$ cat src/rtl/axi_burst_sched_if.sv
// AXI4 master-port bundle used by axi_burst_sched (AR/AW/W/R/B channels).
// The scheduler ignores r_id/b_id, so only the slave side sees them.
interface axi_burst_sched_if;
  logic [3:0]  ar_id;
  logic [63:0] ar_addr;
  logic [7:0]  ar_len;
  logic [2:0]  ar_size;
  logic [1:0]  ar_burst;
  logic        ar_valid;
  logic        ar_ready;

  logic [3:0]  aw_id;
  logic [63:0] aw_addr;
  logic [7:0]  aw_len;
  logic [2:0]  aw_size;
  logic [1:0]  aw_burst;
  logic        aw_valid;
  logic        aw_ready;

  logic [63:0] w_data;
  logic [7:0]  w_strb;
  logic        w_last;
  logic        w_valid;
  logic        w_ready;

  logic [3:0]  r_id;
  logic [63:0] r_data;
  logic [1:0]  r_resp;
  logic        r_last;
  logic        r_valid;
  logic        r_ready;

  logic [3:0]  b_id;
  logic [1:0]  b_resp;
  logic        b_valid;
  logic        b_ready;

  modport master (
    output ar_id, ar_addr, ar_len, ar_size, ar_burst, ar_valid,
    input  ar_ready,
    output aw_id, aw_addr, aw_len, aw_size, aw_burst, aw_valid,
    input  aw_ready,
    output w_data, w_strb, w_last, w_valid,
    input  w_ready,
    input  r_data, r_resp, r_last, r_valid,
    output r_ready,
    input  b_resp, b_valid,
    output b_ready
  );

  modport slave (
    input  ar_id, ar_addr, ar_len, ar_size, ar_burst, ar_valid,
    output ar_ready,
    input  aw_id, aw_addr, aw_len, aw_size, aw_burst, aw_valid,
    output aw_ready,
    input  w_data, w_strb, w_last, w_valid,
    output w_ready,
    output r_id, r_data, r_resp, r_last, r_valid,
    input  r_ready,
    output b_id, b_resp, b_valid,
    input  b_ready
  );
endinterface

$ cat src/rtl/axi_burst_sched.sv
// Single-outstanding AXI4 burst scheduler for i-cache refills and d-cache refills/writebacks.
// Define AXI_SCHED_DPRIO_EN for fixed d-cache priority; default is round-robin arbitration.
//
// state | meaning
// IDLE  | waiting for a request; grant pulses req_ready and latches the command
// RADDR | AR valid with latched command until ar_ready
// RDATA | R beats forwarded to the owner until r_last
// WRITE | AW and W streamed independently until both complete
// WRESP | waiting for the B response
module axi_burst_sched #(
  parameter logic [7:0] I_LEN = 8'd7,
  parameter logic [3:0] ID_I  = 4'd0,
  parameter logic [3:0] ID_D  = 4'd1
) (
  input  logic        clk,
  input  logic        rst,
  input  logic        i_req_valid,
  input  logic [63:0] i_req_addr,
  output logic        i_req_ready,
  output logic [63:0] i_rdata,
  output logic        i_rvalid,
  output logic        i_rlast,
  input  logic        d_req_valid,
  input  logic        d_req_we,
  input  logic [63:0] d_req_addr,
  input  logic [7:0]  d_req_len,
  input  logic [2:0]  d_req_size,
  output logic        d_req_ready,
  input  logic [63:0] d_wdata,
  input  logic [7:0]  d_wstrb,
  output logic        d_wready,
  output logic [63:0] d_rdata,
  output logic        d_rvalid,
  output logic        d_rlast,
  output logic        d_bdone,
  output logic        err,
  axi_burst_sched_if.master axi
);

  typedef enum logic [2:0] {IDLE, RADDR, RDATA, WRITE, WRESP} state_t;

  state_t      state_q, state_d;
  logic [63:0] addr_q;
  logic [7:0]  len_q;
  logic [2:0]  size_q;
  logic        own_d_q;
  logic [7:0]  cnt_q;
  logic        aw_done_q;
  logic        w_done_q;
  logic        rerr_q;

  logic grant_i, grant_d;
  logic w_hs, aw_all_done, w_all_done, r_bad;

`ifdef AXI_SCHED_DPRIO_EN
  assign grant_d = d_req_valid;
  assign grant_i = i_req_valid & ~d_req_valid;
`else
  logic last_d_q;

  // On a tie the requester that was not granted last time wins.
  assign grant_i = i_req_valid & (~d_req_valid | last_d_q);
  assign grant_d = d_req_valid & ~grant_i;

  always_ff @(posedge clk or negedge rst) begin
    if (!rst) begin
      last_d_q <= 1'b1;
    end else if (state_q == IDLE && (i_req_valid || d_req_valid)) begin
      last_d_q <= grant_d;
    end
  end
`endif

  assign w_hs        = axi.w_valid & axi.w_ready;
  assign aw_all_done = aw_done_q | (axi.aw_valid & axi.aw_ready);
  assign w_all_done  = w_done_q | (w_hs & axi.w_last);
  // A beat counter still above zero at r_last means the slave shortened the burst.
  assign r_bad       = rerr_q | (axi.r_resp != 2'b00) | (cnt_q != 8'd0);

  always_ff @(posedge clk or negedge rst) begin
    if (!rst) begin
      state_q <= IDLE;
    end else begin
      state_q <= state_d;
    end
  end

  always_comb begin
    state_d = state_q;
    case (state_q)
      IDLE: begin
        if (grant_i)      state_d = RADDR;
        else if (grant_d) state_d = d_req_we ? WRITE : RADDR;
      end
      RADDR: if (axi.ar_valid && axi.ar_ready) state_d = RDATA;
      RDATA: if (axi.r_valid && axi.r_last)    state_d = IDLE;
      WRITE: if (aw_all_done && w_all_done)    state_d = WRESP;
      WRESP: if (axi.b_valid)                  state_d = IDLE;
      default: state_d = IDLE;
    endcase
  end

  always_ff @(posedge clk or negedge rst) begin
    if (!rst) begin
      addr_q    <= '0;
      len_q     <= '0;
      size_q    <= '0;
      own_d_q   <= 1'b0;
      cnt_q     <= '0;
      aw_done_q <= 1'b0;
      w_done_q  <= 1'b0;
      rerr_q    <= 1'b0;
    end else begin
      case (state_q)
        IDLE: begin
          aw_done_q <= 1'b0;
          w_done_q  <= 1'b0;
          rerr_q    <= 1'b0;
          if (grant_i) begin
            addr_q  <= i_req_addr;
            len_q   <= I_LEN;
            size_q  <= 3'b011;
            own_d_q <= 1'b0;
            cnt_q   <= I_LEN;
          end else if (grant_d) begin
            addr_q  <= d_req_addr;
            len_q   <= d_req_len;
            size_q  <= d_req_size;
            own_d_q <= 1'b1;
            cnt_q   <= d_req_len;
          end
        end
        RDATA: begin
          if (axi.r_valid) begin
            cnt_q <= cnt_q - 8'd1;
            if (axi.r_resp != 2'b00) rerr_q <= 1'b1;
          end
        end
        WRITE: begin
          if (axi.aw_valid && axi.aw_ready) aw_done_q <= 1'b1;
          if (w_hs) begin
            if (axi.w_last) w_done_q <= 1'b1;
            else            cnt_q    <= cnt_q - 8'd1;
          end
        end
        default: ;
      endcase
    end
  end

  always_comb begin
    i_req_ready  = (state_q == IDLE) & grant_i;
    d_req_ready  = (state_q == IDLE) & grant_d;

    axi.ar_id    = own_d_q ? ID_D : ID_I;
    axi.ar_addr  = addr_q;
    axi.ar_len   = len_q;
    axi.ar_size  = size_q;
    axi.ar_burst = 2'b01;
    axi.ar_valid = (state_q == RADDR);

    axi.aw_id    = ID_D;
    axi.aw_addr  = addr_q;
    axi.aw_len   = len_q;
    axi.aw_size  = size_q;
    axi.aw_burst = 2'b01;
    axi.aw_valid = (state_q == WRITE) & ~aw_done_q;

    axi.w_data   = d_wdata;
    axi.w_strb   = d_wstrb;
    axi.w_last   = (cnt_q == 8'd0);
    axi.w_valid  = (state_q == WRITE) & ~w_done_q;
    d_wready     = w_hs;

    axi.r_ready  = (state_q == RDATA);
    i_rdata      = axi.r_data;
    d_rdata      = axi.r_data;
    i_rvalid     = (state_q == RDATA) & ~own_d_q & axi.r_valid;
    d_rvalid     = (state_q == RDATA) &  own_d_q & axi.r_valid;
    i_rlast      = i_rvalid & axi.r_last;
    d_rlast      = d_rvalid & axi.r_last;

    axi.b_ready  = (state_q == WRESP);
    d_bdone      = (state_q == WRESP) & axi.b_valid;

    err = ((state_q == RDATA) & axi.r_valid & axi.r_last & r_bad) |
          (d_bdone & (axi.b_resp != 2'b00));
  end

endmodule

$ cat src/flat_wrapper.sv
// flat-port wrapper written by rule: the top's interface ports become plain ports
module axi_burst_sched_flat 
#(
  parameter logic [7:0] I_LEN = 8'd7,
  parameter logic [3:0] ID_I  = 4'd0,
  parameter logic [3:0] ID_D  = 4'd1
)
  (clk, rst, i_req_valid, i_req_addr, i_req_ready, i_rdata, i_rvalid, i_rlast, d_req_valid, d_req_we, d_req_addr, d_req_len, d_req_size, d_req_ready, d_wdata, d_wstrb, d_wready, d_rdata, d_rvalid, d_rlast, d_bdone, err, axi_ar_id, axi_ar_addr, axi_ar_len, axi_ar_size, axi_ar_burst, axi_ar_valid, axi_ar_ready, axi_aw_id, axi_aw_addr, axi_aw_len, axi_aw_size, axi_aw_burst, axi_aw_valid, axi_aw_ready, axi_w_data, axi_w_strb, axi_w_last, axi_w_valid, axi_w_ready, axi_r_data, axi_r_resp, axi_r_last, axi_r_valid, axi_r_ready, axi_b_resp, axi_b_valid, axi_b_ready);
  axi_burst_sched_if axi_i ();
  input  logic clk;
  input  logic rst;
  input  logic i_req_valid;
  input  logic [63:0] i_req_addr;
  output logic i_req_ready;
  output logic [63:0] i_rdata;
  output logic i_rvalid;
  output logic i_rlast;
  input  logic d_req_valid;
  input  logic d_req_we;
  input  logic [63:0] d_req_addr;
  input  logic [7:0] d_req_len;
  input  logic [2:0] d_req_size;
  output logic d_req_ready;
  input  logic [63:0] d_wdata;
  input  logic [7:0] d_wstrb;
  output logic d_wready;
  output logic [63:0] d_rdata;
  output logic d_rvalid;
  output logic d_rlast;
  output logic d_bdone;
  output logic err;
  output wire logic [$bits(axi_i.ar_id)-1:0] axi_ar_id;
  output wire logic [$bits(axi_i.ar_addr)-1:0] axi_ar_addr;
  output wire logic [$bits(axi_i.ar_len)-1:0] axi_ar_len;
  output wire logic [$bits(axi_i.ar_size)-1:0] axi_ar_size;
  output wire logic [$bits(axi_i.ar_burst)-1:0] axi_ar_burst;
  output wire logic [$bits(axi_i.ar_valid)-1:0] axi_ar_valid;
  input wire logic [$bits(axi_i.ar_ready)-1:0] axi_ar_ready;
  output wire logic [$bits(axi_i.aw_id)-1:0] axi_aw_id;
  output wire logic [$bits(axi_i.aw_addr)-1:0] axi_aw_addr;
  output wire logic [$bits(axi_i.aw_len)-1:0] axi_aw_len;
  output wire logic [$bits(axi_i.aw_size)-1:0] axi_aw_size;
  output wire logic [$bits(axi_i.aw_burst)-1:0] axi_aw_burst;
  output wire logic [$bits(axi_i.aw_valid)-1:0] axi_aw_valid;
  input wire logic [$bits(axi_i.aw_ready)-1:0] axi_aw_ready;
  output wire logic [$bits(axi_i.w_data)-1:0] axi_w_data;
  output wire logic [$bits(axi_i.w_strb)-1:0] axi_w_strb;
  output wire logic [$bits(axi_i.w_last)-1:0] axi_w_last;
  output wire logic [$bits(axi_i.w_valid)-1:0] axi_w_valid;
  input wire logic [$bits(axi_i.w_ready)-1:0] axi_w_ready;
  input wire logic [$bits(axi_i.r_data)-1:0] axi_r_data;
  input wire logic [$bits(axi_i.r_resp)-1:0] axi_r_resp;
  input wire logic [$bits(axi_i.r_last)-1:0] axi_r_last;
  input wire logic [$bits(axi_i.r_valid)-1:0] axi_r_valid;
  output wire logic [$bits(axi_i.r_ready)-1:0] axi_r_ready;
  input wire logic [$bits(axi_i.b_resp)-1:0] axi_b_resp;
  input wire logic [$bits(axi_i.b_valid)-1:0] axi_b_valid;
  output wire logic [$bits(axi_i.b_ready)-1:0] axi_b_ready;
  assign axi_ar_id = axi_i.ar_id;
  assign axi_ar_addr = axi_i.ar_addr;
  assign axi_ar_len = axi_i.ar_len;
  assign axi_ar_size = axi_i.ar_size;
  assign axi_ar_burst = axi_i.ar_burst;
  assign axi_ar_valid = axi_i.ar_valid;
  assign axi_i.ar_ready = axi_ar_ready;
  assign axi_aw_id = axi_i.aw_id;
  assign axi_aw_addr = axi_i.aw_addr;
  assign axi_aw_len = axi_i.aw_len;
  assign axi_aw_size = axi_i.aw_size;
  assign axi_aw_burst = axi_i.aw_burst;
  assign axi_aw_valid = axi_i.aw_valid;
  assign axi_i.aw_ready = axi_aw_ready;
  assign axi_w_data = axi_i.w_data;
  assign axi_w_strb = axi_i.w_strb;
  assign axi_w_last = axi_i.w_last;
  assign axi_w_valid = axi_i.w_valid;
  assign axi_i.w_ready = axi_w_ready;
  assign axi_i.r_data = axi_r_data;
  assign axi_i.r_resp = axi_r_resp;
  assign axi_i.r_last = axi_r_last;
  assign axi_i.r_valid = axi_r_valid;
  assign axi_r_ready = axi_i.r_ready;
  assign axi_i.b_resp = axi_b_resp;
  assign axi_i.b_valid = axi_b_valid;
  assign axi_b_ready = axi_i.b_ready;
  axi_burst_sched #(.I_LEN(I_LEN), .ID_I(ID_I), .ID_D(ID_D)) u_core (.clk(clk), .rst(rst), .i_req_valid(i_req_valid), .i_req_addr(i_req_addr), .i_req_ready(i_req_ready), .i_rdata(i_rdata), .i_rvalid(i_rvalid), .i_rlast(i_rlast), .d_req_valid(d_req_valid), .d_req_we(d_req_we), .d_req_addr(d_req_addr), .d_req_len(d_req_len), .d_req_size(d_req_size), .d_req_ready(d_req_ready), .d_wdata(d_wdata), .d_wstrb(d_wstrb), .d_wready(d_wready), .d_rdata(d_rdata), .d_rvalid(d_rvalid), .d_rlast(d_rlast), .d_bdone(d_bdone), .err(err), .axi(axi_i));
endmodule
$ cat config.mk
export PLATFORM = sky130hd
export DESIGN_NAME = axi_burst_sched_flat
export DESIGN_NICKNAME = d
export VERILOG_FILES = /design/src/rtl/axi_burst_sched_if.sv /design/src/rtl/axi_burst_sched.sv /design/src/flat_wrapper.sv
export SDC_FILE = /design/constraint.sdc
export NUM_CORES = 1
export LEC_CHECK = 0
export CORE_AREA = 2 2 256 258
export CTS_BUF_LIST = sky130_fd_sc_hd__clkbuf_16
export DETAILED_ROUTE_END_ITERATION = 8
export DIE_AREA = 0 0 258 260
export SLEW_MARGIN = 25
export SYNTH_ARGS = -nofsm -noshare
export SYNTH_HDL_FRONTEND = slang
export SYNTH_SLANG_ARGS = --single-unit
$ cat constraint.sdc
create_clock -name clk -period 2 [get_ports clk]
set_clock_uncertainty 0.15 [all_clocks]
set_input_delay 0.3 -clock clk [delete_from_list [all_inputs] [get_ports clk]]
set_output_delay 0.3 -clock clk [all_outputs]
set_load 0.03 [all_outputs]
---- After elaboration in Yosys (flattened, before gate mapping) ----
Index checks and enable logic that the tools add are counted.
Widths: inputs -> output; s select.
cells by class
  $add $sub $neg .......................... 1
  equal/unequal tests ..................... 15
  multiplexer cells ....................... 29
  bitwise operators ....................... 31
  reduce and logical (&&, ||, !) cells .... 21
operator list
  cell                 number
  $mux 64              2
  $mux 8               5
  $mux 3               8
  $pmux 8 s3           1
  $and 1x1->1          20
  $pmux 3 s5           1
  $ne 2x1->1 const B   6
  $reduce_and 5->1     2
  $reduce_bool 2->1    5
  $logic_not 8->1      1
  $mux 1               8
  $ne 2x2->1 const B   4
  $reduce_bool 8->1    1
  $sub 8x1->8 const B  1
  $eq 3x2->1 const B   2
  $or 1x1->1           6
  $pmux 1 s2           3
  $reduce_and 3->1     2
  $logic_and 1x1->1    5
  $not 1->1            5
  $reduce_and 2->1     2
  $eq 3x1->1 const B   1
  $eq 3x3->1 const B   1
  $logic_not 3->1      1
  4 further kinds      4
storage, ports and cells
  bits in registers ....................... 91
  output and inout bits ................... 377

---- Logic depth before layout (Yosys ltp) ----
Gate-level depths: netlist of the first run.
  depth after elaboration ................. 8
  depth in mapped cells ................... 8
  gate-level depth less buffers ........... 6

---- Worst setup path after synthesis of the first run ----
OpenSTA, ideal clock, no wires.
  kind .................................... register to output
  start ................................... register u_core.cnt_q[4]
  end ..................................... output port err
  arrival ................................. 2049 ps
  slack ................................... -499 ps
  stages on the path, launching flop included .. 5
  path buffers ............................ 0
  cell sequence ........................... dfrtp_1 > or4_4 > nor4b_4 > nor4b_2 > o21ai_1
on the way
  cells in the longest elaborated chain, start to end .. 4
RTL lines
  element                   line                    RTL
  start: declaration        axi_burst_sched.sv:47   logic [7:0] cnt_q;
  start signal: assignment  axi_burst_sched.sv:130  cnt_q <= d_req_len;
  start signal: assignment  axi_burst_sched.sv:135  cnt_q <= cnt_q - 8'd1;
  start signal: assignment  axi_burst_sched.sv:143  else cnt_q <= cnt_q - 8'd1;
  $reduce_bool 8->1         axi_burst_sched.sv:78   assign r_bad = rerr_q | (axi.r_resp != 2'b00) | (cnt_q != 8'd0);
  $or 1x1->1                axi_burst_sched.sv:78
  $and 1x1->1               axi_burst_sched.sv:186  err = ((state_q == RDATA) & axi.r_valid & axi.r_last & r_bad) |
  $or 1x1->1                axi_burst_sched.sv:186
  end: declaration          flat_wrapper.sv:31      output logic err;
Every way passes these cells.

---- Final worst setup path of the first run ----
  start ................................... register u_core.cnt_q[2]
  end ..................................... output port err
The elaborated chain is that of the path after synthesis.

==> qor_table.md, run 1 <==
| Result | Reported | Unit |
| --- | --- | --- |
| Status | finished, violations left | - |
| Violations in the final reports | negative setup slack | - |
| Clock transition at the registers of the reported paths | 0.07 | ns |
| Number of design rule violations left after detail routing | 0 | - |
| Leading cell types in the layout, fill and taps excluded | sky130_fd_sc_hd__clkdlybuf4s50_1 (221), sky130_fd_sc_hd__dfrtp_1 (88), sky130_fd_sc_hd__buf_4 (75) | - |
| Placer congestion estimate | 0.843 | - |
| Detailed-route via count | 5686 | - |
| Share of Yosys cell area claimed by the top area cell type | 33.7 | % |
| Total global-route track usage | 7.82 | % |
| Warnings, synthesis | 0 | - |
| Ports placed on the boundary | 667 | - |
| Most common cell after layout, fill and taps aside | sky130_fd_sc_hd__clkdlybuf4s50_1 | - |
| Power Total | 18.1 | mW |
| Post-Synthesis Cell Area | 6690 | um2 |
| Clk Tree Root Cell | sky130_fd_sc_hd__clkbuf_16 | - |
| Fmax | 396 | MHz |
| Pin count of the biggest net entering global routing | 95 | - |
| Slew HR | 61.7 | % |
| Dpl hpwl | 22100 | um |
| Final slew viol count | 0 | - |
| Share of post-route cells with drive strength above 1 | 32.4 | % |
| Layout overhead on the synthesized area | 66.9 | % |
| Number of buffers on the longest clock path | 2 | - |
| Fraction of the cycle the final worst path needs | 126 | % |
| Via count of the first global-routing pass | 5567 | - |
| Clock tree from TritonCTS | built | - |
| Number of CTS-inserted buffers | 9 | - |
| Startpoint class of the critical path | flip-flop | - |
| Number of nets with antenna violations after detailed routing | 0 | - |
| Number of buffer cells added on primary ports | 319 | - |
| Maximum VDD drop | 627 | uV |
| Multi-input logic area | 2770 | um2 |
| Count of distinct cell types in the synthesized netlist | 54 | - |
| FILL cells | 7037 | - |
| Total iterations of the first detailed-routing run | 4 | - |
| Minimum period implied by the final worst setup slack | 2.52 | ns |
| Hold Slack | 0.182 | ns |
| Type of the setup path with the least slack | flip-flop to output pin | - |
| Post-layout worst setup margin | -0.524 | ns |
| Gate Count Post-Synth | 747 | - |
| Area taken by flip-flops and latches | 2280 | um2 |
| Unrepaired setup endpoints after global routing | yes | - |
| Total wire length | 31300 | um |
| Number of max-capacitance violations reported | 0 | - |
| Largest area contributor in the netlist | sky130_fd_sc_hd__dfrtp_1 | - |
| CP Data Required Time | 1.55 | ns |
| Area after DPL | 9430 | um2 |
| Skew-Pair Late Insertion Delay | 0.37 | ns |
| Number of standard cells in the layout, taps in and fillers out | 1749 | - |
| H-Tree Level Count | 3 | - |
| Wire length of the first global-routing pass | 37900 | um |
| Placeable Area | 64100 | um2 |
| Horizontal extent of the die | 258 | um |
| Area of all placed cells without fillers | 11200 | um2 |
| Leak Pwr | 5.11 | nW |
| Routed vias/inst | 3.25 | - |
| Critical path peak fanout | 2 | - |
| Average routed wire per standard cell | 17.9 | um |
| Register area share after synthesis | 34.1 | % |
| Transition time at the pin with the least slew margin | 0.573 | ns |
| Number of antenna violations at the first check in global routing | 3 | - |
| Starting density of the core | 10.4 | % |
| Synth async-reset ratio | 100 | % |
| Synth Flop Type | sky130_fd_sc_hd__dfrtp_1 | - |
| Min-delay worst type | primary input to async pin | - |
| Critical path arrival | 2.07 | ns |
| Cell area power density | 1620 | nW/um2 |
| Core Rows | 93 | - |
| Count of flip-flops with a built-in enable after synthesis | 0 | - |
| Flops & latches, synth | 91 | - |
| Instance count after placement with tap cells included | 1686 | - |
| Endpoint kind of the worst setup timing path | output pin | - |
| Drt first-iter violations | 260 | - |
| Height of the chip | 260 | um |
| Residual overflow from global routing | 0 | - |
| Number of sinks on the clock net | 91 | - |
| Post-Synthesis Mean Instance Area | 8.96 | um2 |
| Number of endpoints with negative hold slack in the final report | 0 | - |
| Final setup violation count | 74 | - |
| Die area | 67100 | um2 |
| Fin nets | 1176 | - |
| Biggest area contributors in the synthesized netlist | sky130_fd_sc_hd__dfrtp_1 (34%), sky130_fd_sc_hd__buf_4 (32%), sky130_fd_sc_hd__mux2i_1 (9.7%) | - |
==> state kept, by name (all words and copies together), names as in the netlist <==
signal / flops
u_core.axi.ar_len: 8
u_core.state_q: 3
u_core.axi.ar_size: 3
u_core.last_d_q: 1
u_core.cnt_q: 8
u_core.own_d_q: 1
u_core.aw_done_q: 1
u_core.w_done_q: 1
u_core.axi.ar_addr: 64
u_core.rerr_q: 1
==> cell type report <==
cell class,instances,area share [%]
Tap cell,855,9.58
Antenna cell,5,0.112
Multi-Input combinational cell,341,24.8
Sequential cell,91,20.4
Inverter,7,0.258
Clock buffer,9,2.02
Clock inverter,7,0.762
Timing Repair Buffer,434,42.1
==> cell usage after synthesis, types with 4 or more instances <==
cell                       number
sky130_fd_sc_hd__buf_4        287
sky130_fd_sc_hd__dfrtp_1       90
sky130_fd_sc_hd__nand2_1       88
sky130_fd_sc_hd__o21ai_0       69
sky130_fd_sc_hd__mux2i_1       65
sky130_fd_sc_hd__buf_2         17
sky130_fd_sc_hd__clkbuf_1      13
sky130_fd_sc_hd__nor2_1        12
sky130_fd_sc_hd__a21oi_1        8
sky130_fd_sc_hd__inv_1          7
sky130_fd_sc_hd__a41oi_1        6
sky130_fd_sc_hd__nand3_1        5
sky130_fd_sc_hd__nor2b_1        5
sky130_fd_sc_hd__and3_1         4
sky130_fd_sc_hd__o21ai_1        4
==> critical path: stages (launching register included) <==
cell and delay [ns]:
sky130_fd_sc_hd__dfrtp_1 0.38, sky130_fd_sc_hd__or4_4 0.56, sky130_fd_sc_hd__nor4b_4 0.29, sky130_fd_sc_hd__nor4b_4 0.26, sky130_fd_sc_hd__o21ai_2 0.08, sky130_fd_sc_hd__buf_6 0.14
==> layer usage <==
metal	up-vias	GRT usage, %	routed length [um]
li1	2492	-	-
met1	2654	7.85	11800
met2	436	13.7	15200
met3	104	2.81	2720
met4	0	5.06	1510
met5	-	0	0
==> worst paths after layout <==
kind                                   start                endpoint  slack (ns)  cells past startpoint
max                          u_core.cnt_q[2]                     err       -0.52                      5
min                                      rst  u_core.axi.ar_addr[55]        0.18                      2
max reg2reg                u_core.state_q[2]   u_core.axi.ar_size[2]       -0.13                      6
min reg2reg                  u_core.last_d_q         u_core.last_d_q        0.33                      2
max in group asynchronous                rst  u_core.axi.ar_addr[14]        0.96                      3
min in group clk             u_core.last_d_q         u_core.last_d_q        0.33                      2
==> cell families after synthesis <==
kind of cell / synth area share [%]
AO/OA/AOI/OAI: 10.4
adder cells (fa/ha/maj): 0.374
buffers and inverters: 34.6
flip-flops: 34.1
multiplexers: 10.2
other: 0.112
AND/OR/NAND/NOR: 10.2
==> repair_timing <==
item | in CTS | in global routing
hold buffers | 1 | 0
cloned | 0 | 18
pin swaps | 10 | 67
resized for setup | 78 | 278
endpoints found under the setup margin | 83 | 91
buffers inserted | 9 | 15
endpoints found under the hold margin | 90 | 0
==> stage by stage <==
step | setup slack (ns) | setup TNS [ns] | utilization [%]
floorplan | -0.491 | -1.22 | -
global placement | -0.640 | -4.52 | 14.7
detailed placement | -0.638 | -7.03 | 14.7
CTS | -0.585 | -1.76 | 15.5
global route | -0.641 | -9.23 | 17.4
finish | -0.524 | -3.96 | 17.4
==> power by group <==
part / switching, mW / internal, mW
registers: 1.06 / 2.74
clock network: 0.912 / 0.995
logic: 6.83 / 5.56
(Power assumes the default switching activity.)
==> inputs of run 2 (changes only) <==
CORE_AREA = 3 3 257 259   (was 2 2 256 258)
DIE_AREA = 0 0 260 262   (was 0 0 258 260)
==> run 2 against run 1 <==
The flow still finishes with violations (negative setup slack); die area grew 1.6%; global-route usage shrank 0.32 points; routed wire length shrank 9.9%; non-clock buffer count shrank 33; final area shrank 8.4%; worst setup slack lost 0.081 ns; critical path depth is the same; first-iteration DRC count shrank 24%; clock power shrank 5%; combinational power shrank 15%; via count shrank 5.5%; critical endpoint unchanged.
==> qor_table.md, run 2 (same netlist as run 1, synthesis figures left out) <==
| Result | Reported | Unit |
| --- | --- | --- |
| Number of max-capacitance violations reported | 0 | - |
| Endpoint kind of the worst setup timing path | output pin | - |
| Total wire length | 28200 | um |
| H-Tree Level Count | 3 | - |
| Horizontal extent of the die | 260 | um |
| Area after DPL | 9350 | um2 |
| Number of buffer cells added on primary ports | 319 | - |
| Status | finished, violations left | - |
| Layout overhead on the synthesized area | 52.8 | % |
| Maximum VDD drop | 546 | uV |
| Internal power | 8.17 | mW |
| Number of design rule violations left after detail routing | 0 | - |
| Dpl hpwl | 22000 | um |
| Area taken by flip-flops and latches | 2280 | um2 |
| Hold Slack | 0.234 | ns |
| Via count of the first global-routing pass | 5254 | - |
| Violations in the final reports | negative setup slack | - |
| Critical path peak fanout | 2 | - |
| Clock tree from TritonCTS | built | - |
| Type of the setup path with the least slack | flip-flop to output pin | - |
| Share of total power in sequential cells | 23.0 | % |
| Routed vias/inst | 3.14 | - |
| Placer congestion estimate | 0.784 | - |
| Area of all placed cells without fillers | 10200 | um2 |
| FILL cells | 7163 | - |
| Multi-input logic area | 2370 | um2 |
| Net switching fraction of the power | 48.9 | % |
| Worst r2r src | u_core.cnt_q[3] | - |
| Cell area power density | 1560 | nW/um2 |
| Minimum period implied by the final worst setup slack | 2.60 | ns |
| Part of the total power dissipated in the clock network | 11.4 | % |
| Height of the chip | 262 | um |
| Drt first-iter violations | 198 | - |
| Fraction of the cycle the final worst path needs | 130 | % |
| Slowest library cell on the worst path | sky130_fd_sc_hd__or4_4 | - |
| Ports placed on the boundary | 667 | - |
| Slowest Stage Delay on Critical Path | 0.56 | ns |
| Startpoint class of the critical path | flip-flop | - |
| Number of CTS-inserted buffers | 9 | - |
| Worst Path Buf+Inv | 1 | - |
| Skew-Pair Late Insertion Delay | 0.38 | ns |
| Wire length of the first global-routing pass | 36200 | um |
| Clk Tree Root Cell | sky130_fd_sc_hd__clkbuf_16 | - |
| Endpoint of the worst register-to-register path | u_core.state_q[1] | - |
| Total global-route track usage | 7.50 | % |
| Clock transition at the registers of the reported paths | 0.08 | ns |
| Leading cell types in the layout, fill and taps excluded | sky130_fd_sc_hd__clkdlybuf4s50_1 (257), sky130_fd_sc_hd__dfrtp_1 (88), sky130_fd_sc_hd__nand2_1 (85) | - |
| Number of sinks on the clock net | 91 | - |
| Fmax | 384 | MHz |
| Number of flip-flops in the largest register | 64 | - |
| Worst setup slack for register-to-register paths | -0.21 | ns |
| Power Total | 16.0 | mW |
| Number of nets with antenna violations after detailed routing | 0 | - |
| Total iterations of the first detailed-routing run | 4 | - |
| Final setup violation count | 13 | - |
| Post-layout worst setup margin | -0.605 | ns |
| Starting density of the core | 10.4 | % |
| Most common cell after layout, fill and taps aside | sky130_fd_sc_hd__clkdlybuf4s50_1 | - |
| Number of endpoints with negative hold slack in the final report | 0 | - |
| Core Rows | 93 | - |
| Average routed wire per standard cell | 16.5 | um |
| Critical path arrival | 2.15 | ns |
| ANT cells | 0 | - |
| Cell type with the highest occurrence count on the critical path | sky130_fd_sc_hd__nor4b_4 | - |
| Number of standard cells in the layout, taps in and fillers out | 1711 | - |
| CP Data Required Time | 1.55 | ns |
| Crit-path leading delay family | simple AND/OR/NAND/NOR gates | - |
| Min-delay worst type | primary input to async pin | - |
| Residual overflow from global routing | 0 | - |
| Share of post-route cells with drive strength above 1 | 19.4 | % |
| Detailed-route via count | 5372 | - |
| Die area | 68100 | um2 |
| Number of buffers on the longest clock path | 2 | - |
| Leak Pwr | 4.27 | nW |
| Sw Pwr | 7.83 | mW |
| Number of antenna violations at the first check in global routing | 8 | - |
| Path depth of the worst reg2reg path | 6 | - |
| Instance count after placement with tap cells included | 1671 | - |
| Combinational share of power | 65.6 | % |
| Placeable Area | 64100 | um2 |
| Unrepaired setup endpoints after global routing | yes | - |
| Pin count of the biggest net entering global routing | 84 | - |
| Fin nets | 1143 | - |
| Crit-path cells | or4_4, nor4b_4, nor4b_4, o21ai_2, buf_6 | - |
| Final slew viol count | 0 | - |
## run 2: final cells by class
class                           instances  share of cell area [%]
Timing Repair Buffer                  401                    40.9
Multi-Input combinational cell        341                    23.2
Sequential cell                        91                    22.3
Tap cell                              855                    10.5
Clock buffer                            9                    2.20
Clock inverter                          7                   0.698
Inverter                                7                   0.257
## run 2: worst max path at each step
stage | start | to | slack (ns) | cells past startpoint
3_3_place_gp | d_req_valid | u_core.axi.ar_addr[5] | -0.28 | 7
5_1_grt | u_core.cnt_q[3] | err | -0.69 | 5
2_1_floorplan | u_core.cnt_q[4] | err | -0.49 | 4
4_1_cts | u_core.cnt_q[3] | err | -0.66 | 5
6_report | u_core.cnt_q[3] | err | -0.60 | 5
3_5_place_dp | d_req_valid | u_core.axi.ar_addr[5] | -0.28 | 7
## run 2: layer usage
layer,global-route usage [%],vias up,share of wire (%)
met3,4.04,95,13
met2,12.7,431,48
li1,-,2409,-
met5,0,-,0.22
met4,3.60,10,4.0
met1,7.61,2427,35
## run 2: power by group through the flow
stage | combinational [mW] | sequential (mW) | clock, mW
6_report | 10.5 | 3.68 | 1.82
5_1_grt | 11.2 | 3.84 | 1.99
4_1_cts | 10.3 | 3.73 | 1.97
3_5_place_dp | 9.99 | 3.74 | 0
3_3_place_gp | 9.92 | 3.69 | 0
2_1_floorplan | 5.58 | 4.84 | 0
## run 2: metrics by stage
step / TNS [ns] / worst slack [ns] / utilization, %
floorplan: -1.22 / -0.491 / -
global placement: -6.43 / -0.275 / 14.6
detailed placement: -8.07 / -0.275 / 14.6
CTS: -2.55 / -0.659 / 15.5
global route: -3.08 / -0.692 / 15.9
finish: -2.11 / -0.605 / 15.9
## run 2: worst reg2reg max path, delay by kind of cell (launching register included)
family / cells / cell delay [ns]
flip-flops: 1 / 0.38
buffers and inverters: 2 / 0.34
AND/OR/NAND/NOR: 2 / 0.90
AO/OA/AOI/OAI: 2 / 0.34
## run 2: what timing repair did
action | in CTS | in global routing
cloned | 1 | 3
resized for setup | 75 | 42
setup buffers | 12 | 10
hold buffers | 1 | 0
hold endpoints to repair | 19 | 0
endpoints found under the setup margin | 49 | 49
pin swaps | 8 | 10
==> inputs of run 3 (changes only) <==
GPL_ROUTABILITY_DRIVEN = 0   (was unset)
==> results of run 3 <==
Same layout as run 2: the final DEF is identical, and so are final timing and power.
